==> config.mk <==
export PLATFORM = sky130hd
export DESIGN_NAME = nibble_serial_adder
export DESIGN_NICKNAME = d
export VERILOG_FILES = /design/src/rtl/nibble_serial_adder_pkg.sv /design/src/rtl/fulladder_4b.sv /design/src/rtl/nibble_serial_adder.sv
export SDC_FILE = /design/constraint.sdc
export NUM_CORES = 1
export LEC_CHECK = 0
export BUFFER_PORTS_ARGS = -buffer_cell sky130_fd_sc_hd__buf_2
export CAP_MARGIN = 15
export CORE_MARGIN = 10
export CORE_UTILIZATION = 45
export CTS_CLUSTER_SIZE = 8
export DETAILED_ROUTE_END_ITERATION = 12
export PLACE_DENSITY = 0.79
export SLEW_MARGIN = 20
export SYNTH_ARGS = -nofsm -noshare
export SYNTH_HDL_FRONTEND = slang
export SYNTH_SLANG_ARGS = --single-unit
==> constraint.sdc <==
create_clock -name clk -period 3.25 [get_ports clk]
set_input_delay 0.1625 -clock clk [delete_from_list [all_inputs] [get_ports clk]]
set_output_delay 0.1625 -clock clk [all_outputs]
set_load 0.05 [all_outputs]
==> src/rtl/nibble_serial_adder_pkg.sv <==
// -----------------------------------------------------------------------------
// nibble_serial_adder_pkg
// Shared definitions for the nibble-serial adder/subtractor:
//   - state_t      : FSM state encoding (IDLE, RUN, DONE)
//   - DEFAULT_WIDTH: default operand width of the top level
//   - nib_count()  : number of 4-bit nibbles in a WIDTH-bit operand
//   - clog2()      : ceiling log2 for constant sizing
//   - idx_width()  : width of the nibble index register (at least 1 bit)
// -----------------------------------------------------------------------------
package nibble_serial_adder_pkg;

    typedef enum logic [1:0] {
        ST_IDLE = 2'd0,
        ST_RUN  = 2'd1,
        ST_DONE = 2'd2
    } state_t;

    localparam int DEFAULT_WIDTH = 16;

    function automatic int nib_count(input int width);
        return width / 4;
    endfunction

    function automatic int clog2(input int n);
        int r;
        r = 0;
        while ((1 << r) < n) begin
            r++;
        end
        return r;
    endfunction

    // A one-nibble index still needs a 1-bit register to stay legal.
    function automatic int idx_width(input int nib);
        return (clog2(nib) < 1) ? 1 : clog2(nib);
    endfunction

endpackage

==> src/rtl/fulladder_4b.sv <==
// -----------------------------------------------------------------------------
// fulladder_4b
// 4-bit carry-lookahead adder slice: S = A + B + Cex, CO = carry out of bit 3.
// Ports:
//   A, B : 4-bit addends
//   Cex  : carry in
//   S    : 4-bit sum
//   CO   : carry out
// -----------------------------------------------------------------------------
module fulladder_4b (
    input  logic [3:0] A,
    input  logic [3:0] B,
    input  logic       Cex,
    output logic [3:0] S,
    output logic       CO
);

    logic [3:0] g;
    logic [3:0] p;
    logic [4:0] c;

    assign g = A & B;
    assign p = A ^ B;

    // Every carry is a flat sum of products of g/p and Cex, so no carry
    // depends on a lower carry signal.
    assign c[0] = Cex;
    assign c[1] = g[0] | (p[0] & Cex);
    assign c[2] = g[1] | (p[1] & g[0]) | (p[1] & p[0] & Cex);
    assign c[3] = g[2] | (p[2] & g[1]) | (p[2] & p[1] & g[0])
                | (p[2] & p[1] & p[0] & Cex);
    assign c[4] = g[3] | (p[3] & g[2]) | (p[3] & p[2] & g[1])
                | (p[3] & p[2] & p[1] & g[0])
                | (p[3] & p[2] & p[1] & p[0] & Cex);

    assign S  = p ^ c[3:0];
    assign CO = c[4];

endmodule

==> src/rtl/nibble_serial_adder.sv <==
// -----------------------------------------------------------------------------
// nibble_serial_adder
// WIDTH-bit adder/subtractor that reuses one 4-bit lookahead slice over
// WIDTH/4 cycles, least significant nibble first. WIDTH must be a multiple
// of 4 and at least 8.
// Ports:
//   clk   : clock, rising edge
//   rst   : synchronous active-high reset
//   start : request, sampled only when not busy
//   a, b  : operands, captured on an accepted start
//   cin   : carry in for add (ignored for subtract)
//   sub   : 0 = a+b+cin, 1 = a-b; captured on an accepted start
//   busy  : high while nibbles are being processed
//   done  : one-cycle pulse, sum/cout/ovf valid
//   sum   : result (updates nibble by nibble during RUN)
//   cout  : carry out of the MSB (for subtract, 1 = no borrow)
//   ovf   : two's-complement overflow
// -----------------------------------------------------------------------------
module nibble_serial_adder
    import nibble_serial_adder_pkg::*;
#(
    parameter int WIDTH = DEFAULT_WIDTH
) (
    input  logic             clk,
    input  logic             rst,
    input  logic             start,
    input  logic [WIDTH-1:0] a,
    input  logic [WIDTH-1:0] b,
    input  logic             cin,
    input  logic             sub,
    output logic             busy,
    output logic             done,
    output logic [WIDTH-1:0] sum,
    output logic             cout,
    output logic             ovf
);

    localparam int NIB = nib_count(WIDTH);
    localparam int IW  = idx_width(NIB);

    state_t           state;
    state_t           state_next;
    logic [WIDTH-1:0] op_a;
    logic [WIDTH-1:0] op_b;
    logic             carry;
    logic [IW-1:0]    idx;
    logic [IW+1:0]    base;
    logic             accept;
    logic             last;
    logic [3:0]       s_nib;
    logic             co;

    assign accept = (state != ST_RUN) && start;
    assign last   = (idx == IW'(NIB - 1));
    assign base   = {idx, 2'b00};
    assign busy   = (state == ST_RUN);
    assign done   = (state == ST_DONE);

    fulladder_4b u_slice (
        .A   (op_a[base +: 4]),
        .B   (op_b[base +: 4]),
        .Cex (carry),
        .S   (s_nib),
        .CO  (co)
    );

    // NOTE: sequential state uses non-blocking assignments so every register
    // samples the pre-edge values, independent of statement order.
    always_ff @(posedge clk) begin
        if (rst) begin
            state <= ST_IDLE;
        end else begin
            state <= state_next;
        end
    end

    // NOTE: state_next is assigned before the case so every path drives it;
    // a missing assignment would infer a latch.
    always_comb begin
        state_next = state;
        case (state)
            ST_IDLE, ST_DONE: state_next = start ? ST_RUN : ST_IDLE;
            ST_RUN:           state_next = last ? ST_DONE : ST_RUN;
            default:          state_next = ST_IDLE;
        endcase
    end

    // NOTE: operand registers carry no reset; they are always loaded on an
    // accepted start before anything reads them, so a reset would add fanout
    // for no observable effect.
    always_ff @(posedge clk) begin
        if (accept) begin
            op_a <= a;
            op_b <= sub ? ~b : b;
        end
    end

    always_ff @(posedge clk) begin
        if (rst) begin
            sum   <= '0;
            cout  <= 1'b0;
            ovf   <= 1'b0;
            carry <= 1'b0;
            idx   <= '0;
        end else if (accept) begin
            // Subtract is a + ~b + 1: the +1 enters as the initial carry.
            carry <= sub ? 1'b1 : cin;
            idx   <= '0;
        end else if (state == ST_RUN) begin
            sum[base +: 4] <= s_nib;
            carry          <= co;
            idx            <= idx + IW'(1);
            if (last) begin
                cout <= co;
                // s_nib[3] is the final result MSB being written this edge.
                ovf  <= (op_a[WIDTH-1] == op_b[WIDTH-1]) &&
                        (s_nib[3] != op_a[WIDTH-1]);
            end
        end
    end

endmodule

# Word-level counts from Yosys, hierarchy flattened
# Cells that the tools add are included.
# totals
regBits	55
word_cells	67
# op_classes
add_sub_neg	2
eq_ne	6
n_shift	4
n_mux	8
bitwise	31
n_reduce_logical	8
# ops
cell	n
$shiftx A16 B5 Y4	2
$and A1 B1 Y1	16
$bwmux W16	1
$mux W16	1
$not A16 Y16	1
$shift A4 B6 Y16 const A	1
$shiftx A4 B6 Y16	1
$or A1 B1 Y1	10
$xor A4 B4 Y4	2
$neg A4 Y6	1
$and A4 B4 Y4	1
$eq A2 B2 Y1 const B	2
$mux W1	4
$pmux W2 S2	1
$reduce_or A2 Y1	2
$reduce_and A3 Y1	1
$add A2 B1 Y2 const B	1
$eq A2 B1 Y1 const B	1
$logic_and A1 B1 Y1	2
$logic_not A2 Y1	1
$mux W2	1
$ne A2 B1 Y1 const B	1
$reduce_and A2 Y1	1
$reduce_bool A2 Y1	1
3 further kinds	3

# Depth between registers and ports, before layout
# Gate-level depths: netlist of the first run.
# depth
depth_word	9
ltp_mapped	7

# Hierarchy
# Synthesis of the first run repeated with hierarchy kept, for this count alone.
# hier_totals
hier_cells	189
hier_area_um2	2548.7
# by_module_without_submodules
mod	n_inst	cells_each	area_each_um2	seq_area_each_um2
nibble_serial_adder	1	172	2401.1	1421.4
fulladder_4b	1	17	147.6	0.0

# Worst setup path before layout of the first run
# No wires, ideal clock.
# synth_path
path_kind	register -> register
startpoint	register idx[0]
endpoint	register ovf
setup_ns	0.091
t_arrival_ns	2.421
required_ns	3.159
slack_ns	0.739
stages_incl_launch_ff	8
path_buffers	1
path_cell_list	dfxtp_1 > buf_4 > mux4_2 > ha_1 > a211oi_2 > o21ai_2 > a31o_1 > a311oi_1
# synth_via
elab_chain_len	9
elab_cells_between_ends	17
classes_between	eq/ne (2); shift (2); bitwise (11); reduce/logical (2)
# synth_lines
element	line_no	text
start, declared	nibble_serial_adder.sv:46	logic [IW-1:0] idx;
start signal, assigned	nibble_serial_adder.sv:112	idx <= idx + IW'(1);
$shiftx A16 B5 Y4 (on tied branches)	nibble_serial_adder.sv:60, nibble_serial_adder.sv:61	
$xor A4 B4 Y4 / $and A4 B4 Y4 (equally long branches)	fulladder_4b.sv:23, fulladder_4b.sv:22	
$and A1 B1 Y1 (on tied branches)	fulladder_4b.sv:30, fulladder_4b.sv:31	
$or A1 B1 Y1, or another cell as far along	fulladder_4b.sv:30	assign c[3] = g[2] | (p[2] & g[1]) | (p[2] & p[1] & g[0])
$or A1 B1 Y1 / $and A1 B1 Y1 (equally long branches)	fulladder_4b.sv:30, fulladder_4b.sv:31	
$or A1 B1 Y1	fulladder_4b.sv:31	| (p[2] & p[1] & p[0] & Cex);
$xor A4 B4 Y4	fulladder_4b.sv:36	assign S = p ^ c[3:0];
$ne A1 B1 Y1	nibble_serial_adder.sv:117	(s_nib[3] != op_a[WIDTH-1]);
$logic_and A1 B1 Y1	nibble_serial_adder.sv:116	ovf <= (op_a[WIDTH-1] == op_b[WIDTH-1]) &&
end signal, assigned	nibble_serial_adder.sv:116	
end, declared	nibble_serial_adder.sv:35	output logic ovf
# Parallel ways exist; a longest one is shown, timed or not.
# A chain may end at the register's enable or synchronous reset.

# Worst setup path after layout of the first run
# Ends and elaborated chain as after synthesis.

==> out/qor.tcl, run 1 <==
set qor(post_cts_hold_buffer_count) 0
set qor(die-area_um2) 8866
set qor(synth_flop_cell) {sky130_fd_sc_hd__edfxtp_1}
set qor(timing.final.hold_violations) 0
set qor(post_synth.cell_area_avg_um2) 13.23
set qor(drc) 0
set qor(core_um2) 5205
set qor(tritoncts.num_buffers) 5
set qor(io_pins) 57
set qor(synth-seq-cells) 55
set qor(post_route_cells_drive_above_1_share) 0.3360
set qor(holdCritPathClass) {input pin to flip-flop}
set qor(dr_total_vias) 1640
set qor(placed_cell_count) 309
set qor(synth_edf_count) 32
set qor(final_net_count) 294
set qor(via_count_of_the_first_global_routing_pass) 1779
set qor(synth.lib_cells_used.distinct) 40
set qor(drv_cap) 0
set qor(power.density_cell_area_nw_per_um2) 485.1
set qor(ant_nets) 0
set qor(cts_tree) {yes}
set qor(clkTransAtPathRegs_ns) 0.10
set qor(r2r-start) {idx[0]$_SDFFE_PP0P_}
set qor(tns_ns) 0
set qor(dp_worst_setup_slack_ns) 0.6760
set qor(power.static_leakage_uw) 0.001187
set qor(post_layout_nonfiller_instances) 317
set qor(detail_route.first_pass.iterations) 4
set qor(slowest_delay_ns) 0.55
set qor(clock-skew-final_ns) 0.01261
set qor(die_h_um) 94.16
set qor(clock_insertion_delay_worst_skew_ns) 0.31
set qor(min_period_over_period) 0.7923
set qor(die_w_um) 94.16
set qor(min_delay_src) {a[15]}
set qor(drt-initial-drc-count) 137
set qor(htreeDepth) 2
set qor(finalCoreUtilization) 0.5596
set qor(r2r_slack_ns) 0.68
set qor(yosysSeqAreaShare) 0.5743
set qor(worst_r2r_path_depth) 7
set qor(critical_path.endpoint_type) {flip-flop}
set qor(synth_net_count) 235
set qor(fmax_ghz) 0.3884
set qor(synthesis.yosys.warnings) 0
set qor(gr-usage-all-layers) 0.1182
set qor(critPathMaxFanout) 12
set qor(placement.io_buffers) 56
set qor(worstHoldEndpoint) {op_a[15]$_DFFE_PP_}
set qor(post-route-min-period_ns) 2.575
set qor(cp_data_required_time_ns) 3.48
set qor(post_drt_via_cell_ratio) 5.174
set qor(hpwl_mm) 3.790
set qor(syn_to_final_growth_pct) 17.69
set qor(slowest_stage_cell_cp) {sky130_fd_sc_hd__dfxtp_1}
set qor(critical_path_class) {flip-flop to flip-flop}
set qor(worst_ep_arrival_time_ns) 2.80
set qor(n_antenna_cell) 0
set qor(critical_path.reg2reg.endpoint) {ovf$_SDFFE_PP0P_}
set qor(worst_ir_drop_vdd_v) 0.0002790
set qor(largest_net_degree_at_the_start_of_global_routing) 33
set qor(grt_pass1_wl_mm) 8.397
set qor(clk_root_buffer_cell) {sky130_fd_sc_hd__clkbuf_8}
set qor(cts.sinks) 55
set qor(synth_area_um2) 2475
set qor(status) {finished clean}
set qor(max_slew_headroom) 0.6786
set qor(number_of_gates_given_a_new_drive_strength_after_cts) 0
set qor(nature_of_the_critical_path_startpoint) {flip-flop}
set qor(wire_per_inst_um) 15.66
set qor(max_slew_violation_count) 0
set qor(synth-async-reset-ratio) 0
set qor(floorplan.rows) 26
set qor(drt_wl_total_mm) 4.965
set qor(report.final.setup_viol) 0
set qor(timing.critical_path.cells) {buf_4 > mux4_2 > ha_1 > a21o_1 > nand2_1 > a31o_1 > a311oi_1}
set qor(finalWeightedCongestion) 0.8390
set qor(whs_path_depth) 1
set qor(post_cts_buffers) 0
set qor(initial_core_util) 0.4755
set qor(grt_antenna_before_repair) 0
set qor(globalRoute.totalOverflow) 0
set qor(cts.path.max_buffers) 2
set qor(synthCells) 187
set qor(setup_repair_after_global_routing_missed_its_margin) {false}
set qor(final_critical_path_setup_slack_ns) 0.6752
set qor(slew_worst_pin_ns) 0.4821
set qor(totalPowerFinal_uw) 1413
## cells in the mapped netlist (2+ instances only)
master	n	area, um^2
sky130_fd_sc_hd__ha_1	10	125.1
sky130_fd_sc_hd__xor2_1	17	148.9
sky130_fd_sc_hd__inv_1	4	15.01
sky130_fd_sc_hd__dfxtp_1	23	460.4
sky130_fd_sc_hd__nor2_1	23	86.33
sky130_fd_sc_hd__and2_1	2	12.51
sky130_fd_sc_hd__a22oi_1	8	60.06
sky130_fd_sc_hd__mux4_2	8	180.2
sky130_fd_sc_hd__edfxtp_1	32	960.9
sky130_fd_sc_hd__a21o_1	2	15.01
sky130_fd_sc_hd__a31o_1	2	17.52
sky130_fd_sc_hd__buf_2	3	15.01
sky130_fd_sc_hd__nand2_1	11	41.29
sky130_fd_sc_hd__clkbuf_1	2	7.510
sky130_fd_sc_hd__nand4_1	5	31.28
sky130_fd_sc_hd__a21oi_1	8	40.04
sky130_fd_sc_hd__a32oi_1	4	35.03
## routing by layer
metal	vias up	track usage	part of all wire
li1	811	-	-
met1	770	0.1411	0.43
met2	48	0.1842	0.48
met3	11	0.04157	0.072
met4	0	0.05823	0.022
met5	-	0	0
## flip-flops by register name, indices dropped and copies added, names as in the netlist
register / flops
ovf: 1
idx: 2
carry: 1
op_a: 16
state: 2
cout: 1
sum: 16
op_b: 16
## metrics by stage
step           hold WS, ns  area (um^2)
2_1_floorplan       0.2322         2475
3_3_place_gp        0.3404         2828
3_5_place_dp        0.3406         2828
4_1_cts            0.01571         2913
5_1_grt           0.004915         2913
6_report           0.01973         2913
## worst max-delay path: cells and delay by family (launching register included)
family,cells,cell delay (ns)
AO/OA/AOI/OAI,3,0.63
adder cells (fa/ha/maj),1,0.35
buffers and inverters,1,0.29
flip-flops,1,0.55
multiplexers,1,0.52
AND/OR/NAND/NOR,1,0.16
## cell families after synthesis
group,synth area share
AOI/OAI and AO/OA,0.08847
muxes,0.07280
DFF,0.5743
adders and majority gates,0.05865
buffers and inverters,0.01971
xor gates and xnor gates,0.06016
and+or+nand+nor,0.1259
## worst max path at each step
stage / from / end / slack, ns
6_report: idx[0]$_SDFFE_PP0P_ / ovf$_SDFFE_PP0P_ / 0.68
3_3_place_gp: idx[0]$_SDFFE_PP0P_ / ovf$_SDFFE_PP0P_ / 0.74
5_1_grt: idx[0]$_SDFFE_PP0P_ / ovf$_SDFFE_PP0P_ / 0.44
2_1_floorplan: idx[0]$_SDFFE_PP0P_ / ovf$_SDFFE_PP0P_ / 0.74
3_5_place_dp: idx[0]$_SDFFE_PP0P_ / ovf$_SDFFE_PP0P_ / 0.68
4_1_cts: idx[0]$_SDFFE_PP0P_ / ovf$_SDFFE_PP0P_ / 0.64
## cell type report
| cell class | instances | area [um^2] |
|---|---|---|
| multi-input cells | 121 | 1005 |
| repair buffers | 58 | 295.3 |
| clock inverters | 2 | 12.51 |
| inverters | 5 | 18.77 |
| fillers | 451 | 2292 |
| well taps | 70 | 87.58 |
| clock buffers | 6 | 72.57 |
| flip-flops and latches | 55 | 1421 |
## placed cells by master (no fill, tap or decap), types with 4 or more instances in the layout
master / count
sky130_fd_sc_hd__inv_1: 4
sky130_fd_sc_hd__clkbuf_8: 5
sky130_fd_sc_hd__dfxtp_1: 23
sky130_fd_sc_hd__xor2_1: 17
sky130_fd_sc_hd__ha_1: 10
sky130_fd_sc_hd__mux4_2: 8
sky130_fd_sc_hd__buf_2: 56
sky130_fd_sc_hd__nand4_1: 5
sky130_fd_sc_hd__edfxtp_1: 32
sky130_fd_sc_hd__a21oi_1: 8
sky130_fd_sc_hd__a22oi_1: 8
sky130_fd_sc_hd__a32oi_1: 4
sky130_fd_sc_hd__nor2_1: 23
sky130_fd_sc_hd__nand2_1: 11
## power breakdown
group / internal (uW) / leakage [uW] / switching [uW]
logic: 95.4 / 0.000653 / 147
registers: 782 / 0.000493 / 18.0
clock network: 151 / 0.0000412 / 219
total: 1030 / 0.00119 / 384
(Power assumes the default switching activity.)
==> run 2: changes to the inputs <==
Settings changed: ABC_AREA set to 1, PLACE_DENSITY 0.79 to 0.78.
Clock period 3.25 ns to 2.4 ns, I/O delays scaled along.
==> run 2 against run 1 <==
  * First-iteration DRC count decreased by 25%
  * Sequential share of layout area decreased by 3.9 points
  * Sequential power increased by 35%
  * Clock skew decreased by 0.0010 ns
==> out/qor.tcl, run 2 <==
set qor(status) {finished clean}
set qor(finalCoreUtilization) 0.5780 ;# +0.01835
set qor(critical_path.endpoint_type) {flip-flop}
set qor(finalWeightedCongestion) 0.8300 ;# -1.1%
set qor(timing.final.hold_violations) 0 ;# unchanged
set qor(drt-initial-drc-count) 103 ;# -25%
set qor(setup_repair_after_global_routing_missed_its_margin) {false}
set qor(internal_power_uw) 1496 ;# +45%
set qor(cts.sinks) 55 ;# unchanged
set qor(largest_area_contributor_in_the_netlist) {sky130_fd_sc_hd__edfxtp_1}
set qor(timing.critical_path.mode_cell) {sky130_fd_sc_hd__nand3_1}
set qor(gr-usage-all-layers) 0.1255 ;# +0.007287
set qor(synth_net_count) 301 ;# +28%
set qor(tritoncts.num_buffers) 5 ;# unchanged
set qor(syn_to_final_growth_pct) 25.15
set qor(synthTopCellsByCount) {40 x sky130_fd_sc_hd__nand2_1, 32 x sky130_fd_sc_hd__edfxtp_1, 29 x sky130_fd_sc_hd__nor2_1, 23 x sky130_fd_sc_hd__dfxtp_1, 20 x sky130_fd_sc_hd__o21ai_0}
set qor(htreeDepth) 2 ;# unchanged
set qor(p_clk_frac) 0.291 ;# +0.029
set qor(post_cts_hold_buffer_count) 16 ;# +16
set qor(ant_nets) 0 ;# unchanged
set qor(cp_data_required_time_ns) 2.64 ;# -0.84 ns
set qor(post-route-min-period_ns) 2.118 ;# -0.4571 ns
set qor(floorplan.rows) 27 ;# +3.8%
set qor(die_w_um) 94.95 ;# +0.83%
set qor(drt_wl_total_mm) 5.350 ;# +7.8%
set qor(detail_route.first_pass.iterations) 4 ;# unchanged
set qor(timing.hold.ws_ns) 0.1040 ;# +0.08432 ns
set qor(dr_total_vias) 1958 ;# +19%
set qor(report.final.setup_viol) 0 ;# unchanged
set qor(synth_area_um2) 2527 ;# +2.1%
set qor(slowest_stage_cell_cp) {sky130_fd_sc_hd__dfxtp_1}
set qor(tns_ns) 0 ;# unchanged
set qor(slew_worst_pin_ns) 0.4561 ;# -0.02594 ns
set qor(n_antenna_cell) 0 ;# unchanged
set qor(post_cts_buffers) 0 ;# unchanged
set qor(synthesis.yosys.warnings) 0 ;# unchanged
set qor(die-area_um2) 9015 ;# +1.7%
set qor(timing.critical_path.cells) {buf_4 > o21ai_0 > o22ai_1 > ha_1 > nand3_1 > nand3_1 > nand2_1 > nand3_1 > nor2_1 > nand2_1 > a21oi_1}
set qor(io_pins) 57 ;# unchanged
set qor(totalPowerFinal_uw) 2014 ;# +43%
set qor(die_h_um) 94.95 ;# +0.83%
set qor(core_um2) 5473 ;# +5.1%
set qor(initial_core_util) 0.4618 ;# -0.01366
set qor(clk_root_buffer_cell) {sky130_fd_sc_hd__clkbuf_8}
set qor(via_count_of_the_first_global_routing_pass) 2035 ;# +14%
set qor(max_slew_headroom) 0.6959 ;# +0.01730
set qor(max_slew_violation_count) 0 ;# unchanged
set qor(fillers) 485 ;# +7.5%
set qor(r2r_slack_ns) 0.28 ;# -0.39 ns
set qor(synth-async-reset-ratio) 0 ;# unchanged
set qor(layout.cells.most_common_list) {56 x sky130_fd_sc_hd__buf_2, 40 x sky130_fd_sc_hd__nand2_1, 32 x sky130_fd_sc_hd__edfxtp_1}
set qor(synth_edf_count) 32 ;# unchanged
set qor(clkTransAtPathRegs_ns) 0.10 ;# about the same
set qor(synthDominantCellAreaShare) 0.3802 ;# -0.008073
set qor(grt_antenna_before_repair) 0 ;# unchanged
set qor(post-synth-top-count-cell) {sky130_fd_sc_hd__nand2_1}
set qor(slowest_delay_ns) 0.33 ;# -0.22 ns
set qor(yosysSeqAreaShare) 0.5624 ;# -0.01194
set qor(power_switching_uw) 517.1 ;# +35%
set qor(synth-seq-cells) 55 ;# unchanged
set qor(grt_pass1_wl_mm) 9.149 ;# +9.0%
set qor(placement.cell_area_um2) 2895 ;# +2.4%
set qor(cts_tree) {yes}
set qor(synth_flop_cell) {sky130_fd_sc_hd__edfxtp_1}
set qor(clock-skew-final_ns) 0.01158 ;# -0.001034 ns
set qor(clock_insertion_delay_worst_skew_ns) 0.31 ;# about the same
set qor(hpwl_mm) 3.987 ;# +5.2%
set qor(fin_area_um2) 3163 ;# +8.6%
set qor(largest_net_degree_at_the_start_of_global_routing) 24 ;# -27%
set qor(synth.top_cells.by_area) {sky130_fd_sc_hd__edfxtp_1 38%, sky130_fd_sc_hd__dfxtp_1 18%, sky130_fd_sc_hd__nand2_1 5.9%, sky130_fd_sc_hd__xor2_1 5.9%, sky130_fd_sc_hd__ha_1 5.0%}
set qor(power.density_cell_area_nw_per_um2) 636.6 ;# +31%
set qor(synth.lib_cells_used.distinct) 28 ;# -30%
set qor(nature_of_the_critical_path_startpoint) {flip-flop}
set qor(drc) 0 ;# unchanged
set qor(power.sequential.fraction) 0.536 ;# -0.030
set qor(power_frac_comb) 0.172 ;# about the same
set qor(layout_commonest_cell) {sky130_fd_sc_hd__buf_2}
set qor(post_route_cells_drive_above_1_share) 0.2401 ;# -0.09591
set qor(critPathMaxFanout) 23 ;# +11
set qor(globalRoute.totalOverflow) 0 ;# unchanged
set qor(fmax_ghz) 0.4722 ;# +22%
set qor(final_net_count) 376 ;# +28%
set qor(drv_cap) 0 ;# unchanged
set qor(worst_ir_drop_vdd_v) 0.0004103 ;# +47%
set qor(power.static_leakage_uw) 0.001342 ;# +13%
set qor(worst_ep_arrival_time_ns) 2.36 ;# -0.44 ns
set qor(biggestRegsByFlops) {op_a: 16 flops, op_b: 16 flops, sum: 16 flops}
set qor(cts.path.max_buffers) 2 ;# unchanged
set qor(holdCritPathClass) {input pin to flip-flop}
set qor(placement.io_buffers) 56 ;# unchanged
set qor(number_of_gates_given_a_new_drive_strength_after_cts) 0 ;# unchanged
set qor(critical_path_class) {flip-flop to flip-flop}
set qor(wire_per_inst_um) 13.34 ;# -15%
set qor(synthCells) 253 ;# +35%
set qor(min_period_over_period) 0.8824 ;# +0.09014
set qor(post_synth.cell_area_avg_um2) 9.990 ;# -25%
set qor(post_drt_via_cell_ratio) 4.883 ;# -5.6%
set qor(power.switching_fraction) 0.2568 ;# -0.01508
[run 2: cell types whose count changed in the layout (fill, tap and decap cells not counted), moves of 5 or more]
cell	delta
sky130_fd_sc_hd__a21oi_1	+8
sky130_fd_sc_hd__a22oi_1	-5
sky130_fd_sc_hd__dlygate4sd3_1	+16
sky130_fd_sc_hd__inv_1	+11
sky130_fd_sc_hd__mux4_2	-8
sky130_fd_sc_hd__nand2_1	+29
sky130_fd_sc_hd__nand3_1	+9
sky130_fd_sc_hd__nor2_1	+5
sky130_fd_sc_hd__o21ai_0	+20
sky130_fd_sc_hd__o22ai_1	+9
[run 2: per-stage QoR]
stage | cells | setup WS [ns]
after detailed placement | 377 | 0.3165
after CTS | 401 | 0.2894
after global routing | 401 | 0.03245
after global placement | 377 | 0.3635
after floorplan | 253 | 0.3367
final | 401 | 0.2822
[run 2: final cells by class]
type | count | area [um^2] | share of cell area
repair buffers | 77 | 478.0 | 0.1511
well taps | 72 | 90.09 | 0.02848
flip-flops and latches | 55 | 1421 | 0.4494
inverters | 17 | 68.82 | 0.02176
clock buffers | 5 | 68.82 | 0.02176
multi-input cells | 172 | 997.2 | 0.3153
clock inverters | 3 | 38.79 | 0.01226
[run 2: power by group through the flow]
stage | clock network [uW] | logic [uW] | registers, uW
6_report | 587 | 347 | 1080
5_1_grt | 644 | 398 | 1080
4_1_cts | 602 | 349 | 1080
3_5_place_dp | 0 | 326 | 1100
3_3_place_gp | 0 | 318 | 1100
2_1_floorplan | 0 | 211 | 1120
[run 2: kinds of logic (layout without fill, tap and decap cells)]
kind of cell	Yosys count	after routing	synth area share
DFF	55	55	0.5624
AOI/OAI and AO/OA	51	51	0.1114
buffers and inverters	26	102	0.04406
xor gates and xnor gates	17	17	0.05891
adders and majority gates	11	11	0.05743
and+or+nand+nor	93	93	0.1658
[run 2: per-layer routing]
layer	share of wire	GRT usage
met3	0.076	0.04679
met1	0.42	0.1419
met2	0.49	0.2145
met4	0.013	0.03990
met5	0	0
[run 2: critical path, delay by kind of cell, from the launching register on]
| family | cells | cell delay, ns |
|---|---|---|
| buf+inv | 1 | 0.26 |
| fa+ha+maj | 1 | 0.31 |
| simple gates | 6 | 0.60 |
| compound gates | 3 | 0.55 |
| flops | 1 | 0.33 |
[run 2: worst paths after layout]
path,endpoint,cells past startpoint,start
setup reg to reg,sum[6]$_SDFFE_PP0P_,11,idx[0]$_SDFFE_PP0P_
hold reg to reg,sum[9]$_SDFFE_PP0P_,2,sum[9]$_SDFFE_PP0P_
setup / recovery,sum[6]$_SDFFE_PP0P_,11,idx[0]$_SDFFE_PP0P_
hold / removal,op_b[1]$_DFFE_PP_,2,b[1]
==> run 3: changes to the inputs <==
==> constraint.sdc (replaced) <==
create_clock -name clk -period 2.4 [get_ports clk]
set_input_delay 0.24 -clock clk [delete_from_list [all_inputs] [get_ports clk]]
set_output_delay 0.24 -clock clk [all_outputs]
set_load 0.05 [all_outputs]
==> run 3 against run 2 <==
  * Worst hold slack got worse by 0.0031 ns
  * Wire length fell by 2.5%
  * Die area did not move
  * Critical path depth did not move
  * Setup slack got worse by 0.0074 ns
  * Power fell by 0.78%
  * Sequential cell count did not move
  * Global-route usage fell by 0.29 points
  * Clock-buffer cell count did not move
  * First-iteration DRC count rose by 17%
  * Utilization fell by 2.9 points
  * Final cell count fell by 4.0%
  * Largest power group unchanged
==> out/qor.tcl, run 3 (same netlist as run 2, synthesis figures left out) <==
set qor(max_slew_violation_count) 0 ;# unchanged
set qor(report.final.setup_viol) 0 ;# unchanged
set qor(max_slew_headroom) 0.6980 ;# +0.002095
set qor(timing.critical_path.cells) {buf_4 > o21ai_0 > o22ai_1 > ha_1 > nand3_1 > nand3_1 > nand2_1 > nand3_1 > nor2_1 > nand2_1 > a21oi_1}
set qor(placed_cell_count) 377 ;# unchanged
set qor(drc) 0 ;# unchanged
set qor(layout.cells.most_common_list) {56 x sky130_fd_sc_hd__buf_2, 40 x sky130_fd_sc_hd__nand2_1, 32 x sky130_fd_sc_hd__edfxtp_1}
set qor(post_cts_hold_buffer_count) 0 ;# -16
set qor(wire_per_inst_um) 13.55 ;# +1.5%
set qor(placement.cell_area_um2) 2895 ;# unchanged
set qor(dr_total_vias) 1899 ;# -3.0%
set qor(critPathMaxFanout) 23 ;# unchanged
set qor(die_w_um) 94.95 ;# unchanged
set qor(grt_pass1_wl_mm) 8.866 ;# -3.1%
set qor(holdCritPathClass) {input pin to flip-flop}
set qor(drt-initial-drc-count) 120 ;# +17%
set qor(n_antenna_cell) 0 ;# unchanged
set qor(gr-usage-all-layers) 0.1225 ;# -0.002932
set qor(syn_to_final_growth_pct) 18.81
set qor(nature_of_the_critical_path_startpoint) {flip-flop}
set qor(clock-skew-final_ns) 0.01227 ;# +0.0006989 ns
set qor(setup_repair_after_global_routing_missed_its_margin) {false}
set qor(final_net_count) 360 ;# -4.3%
set qor(placement.io_buffers) 56 ;# unchanged
set qor(clkTransAtPathRegs_ns) 0.10 ;# about the same
set qor(timing.critical_path.mode_cell) {sky130_fd_sc_hd__nand3_1}
set qor(biggestRegsByFlops) {op_a: 16 flops, op_b: 16 flops, sum: 16 flops}
set qor(largest_net_degree_at_the_start_of_global_routing) 24 ;# unchanged
set qor(globalRoute.totalOverflow) 0 ;# unchanged
set qor(slowest_delay_ns) 0.33 ;# about the same
set qor(clk_root_buffer_cell) {sky130_fd_sc_hd__clkbuf_8}
set qor(clock_insertion_delay_worst_skew_ns) 0.31 ;# about the same
set qor(grt_antenna_before_repair) 0 ;# unchanged
set qor(drt_wl_total_mm) 5.215 ;# -2.5%
set qor(post_drt_via_cell_ratio) 4.932 ;# +1.0%
set qor(power.density_cell_area_nw_per_um2) 665.3 ;# +4.5%
set qor(floorplan.rows) 27 ;# unchanged
set qor(number_of_gates_given_a_new_drive_strength_after_cts) 0 ;# unchanged
set qor(min_period_over_period) 0.8855 ;# +0.003071
set qor(fmax_ghz) 0.4706 ;# -0.35%
set qor(cp_data_required_time_ns) 2.65 ;# about the same
set qor(die_h_um) 94.95 ;# unchanged
set qor(tritoncts.num_buffers) 5 ;# unchanged
set qor(status) {finished clean}
set qor(cts.sinks) 55 ;# unchanged
set qor(power.static_leakage_uw) 0.001275 ;# -5.0%
set qor(cts_tree) {yes}
set qor(detail_route.first_pass.iterations) 4 ;# unchanged
set qor(post_route_cells_drive_above_1_share) 0.2524 ;# +0.01227
set qor(via_count_of_the_first_global_routing_pass) 1952 ;# -4.1%
set qor(timing.final.hold_violations) 0 ;# unchanged
set qor(hpwl_mm) 3.987 ;# unchanged
set qor(cts.path.max_buffers) 2 ;# unchanged
set qor(initial_core_util) 0.4618 ;# unchanged
set qor(post_layout_nonfiller_instances) 385 ;# -4.0%
set qor(drv_cap) 0 ;# unchanged
set qor(ant_nets) 0 ;# unchanged
set qor(critical_path.endpoint_type) {flip-flop}
set qor(post_cts_buffers) 0 ;# unchanged
set qor(finalWeightedCongestion) 0.8300 ;# unchanged
set qor(fin_area_um2) 3003 ;# -5.1%
set qor(tns_ns) 0 ;# unchanged
set qor(post-route-min-period_ns) 2.125 ;# +0.007370 ns
set qor(core_um2) 5473 ;# unchanged
set qor(worst_ir_drop_vdd_v) 0.0004058 ;# -1.1%
set qor(critical_path_class) {flip-flop to flip-flop}
set qor(slew_worst_pin_ns) 0.4530 ;# -0.003143 ns
set qor(die-area_um2) 9015 ;# unchanged
set qor(slowest_stage_cell_cp) {sky130_fd_sc_hd__dfxtp_1}
set qor(io_pins) 57 ;# unchanged
set qor(htreeDepth) 2 ;# unchanged
set qor(layout_commonest_cell) {sky130_fd_sc_hd__buf_2}
set qor(worst_ep_arrival_time_ns) 2.37 ;# about the same
set qor(totalPowerFinal_uw) 1998 ;# -0.78%
## run 3: cell count changes in the layout (fill, tap and decap cells not counted), sizes merged
| cell | change |
|---|---|
| dlygate4sd3 | -16 |
## run 3: final timing paths
| path | endpoint | start | depth (start not counted) | slack, ns |
|---|---|---|---|---|
| worst min-delay path | op_a[5]$_DFFE_PP_ | a[5] | 1 | 0.10 |
| worst max register to register | sum[6]$_SDFFE_PP0P_ | idx[0]$_SDFFE_PP0P_ | 11 | 0.27 |
| worst max-delay path | sum[6]$_SDFFE_PP0P_ | idx[0]$_SDFFE_PP0P_ | 11 | 0.27 |
| worst min register to register | sum[9]$_SDFFE_PP0P_ | sum[9]$_SDFFE_PP0P_ | 2 | 0.47 |
## run 3: stage by stage
| step | hold slack [ns] | util | worst slack (ns) |
|---|---|---|---|
| final | 0.1009 | 0.5487 | 0.2749 |
| after global routing | 0.07899 | 0.5487 | 0.03106 |
| after CTS | 0.09304 | 0.5487 | 0.2894 |
| after detailed placement | 0.4182 | 0.5290 | 0.3165 |
| after global placement | 0.4175 | 0.5290 | 0.3635 |
| after floorplan | 0.3389 | - | 0.3367 |
## run 3: area by class of cell
class | instances | area, um^2
multi-input cells | 172 | 997.2
flip-flops and latches | 55 | 1421
well taps | 72 | 90.09
repair buffers | 61 | 317.8
clock buffers | 5 | 68.82
fillers | 511 | 2470
inverters | 17 | 68.82
clock inverters | 3 | 38.79
## run 3: routing by layer
layer  global-route usage  up-vias  part of all wire  routed length (um)
met5                    0        -                 0                   0
met4              0.03990        0             0.014                  71
met3              0.04996        7             0.085                 442
met2               0.2071       60              0.48                2526
met1               0.1377      856              0.42                2174
li1                     -      976                 -                   -
## run 3: critical path: cells and delay by family (launching register included)
kind | cells | cell delay (ns)
and+or+nand+nor | 6 | 0.60
AOI/OAI and AO/OA | 3 | 0.56
DFF | 1 | 0.33
adders and majority gates | 1 | 0.31
buffers and inverters | 1 | 0.26
## run 3: report_power, final
group	internal, uW	total [uW]	leakage (uW)	switching (uW)
Clock	306	592	0.0000556	286
Sequential	1060	1080	0.000493	20.8
Combinational	114	326	0.000727	211
Total	1480	2000	0.00128	518
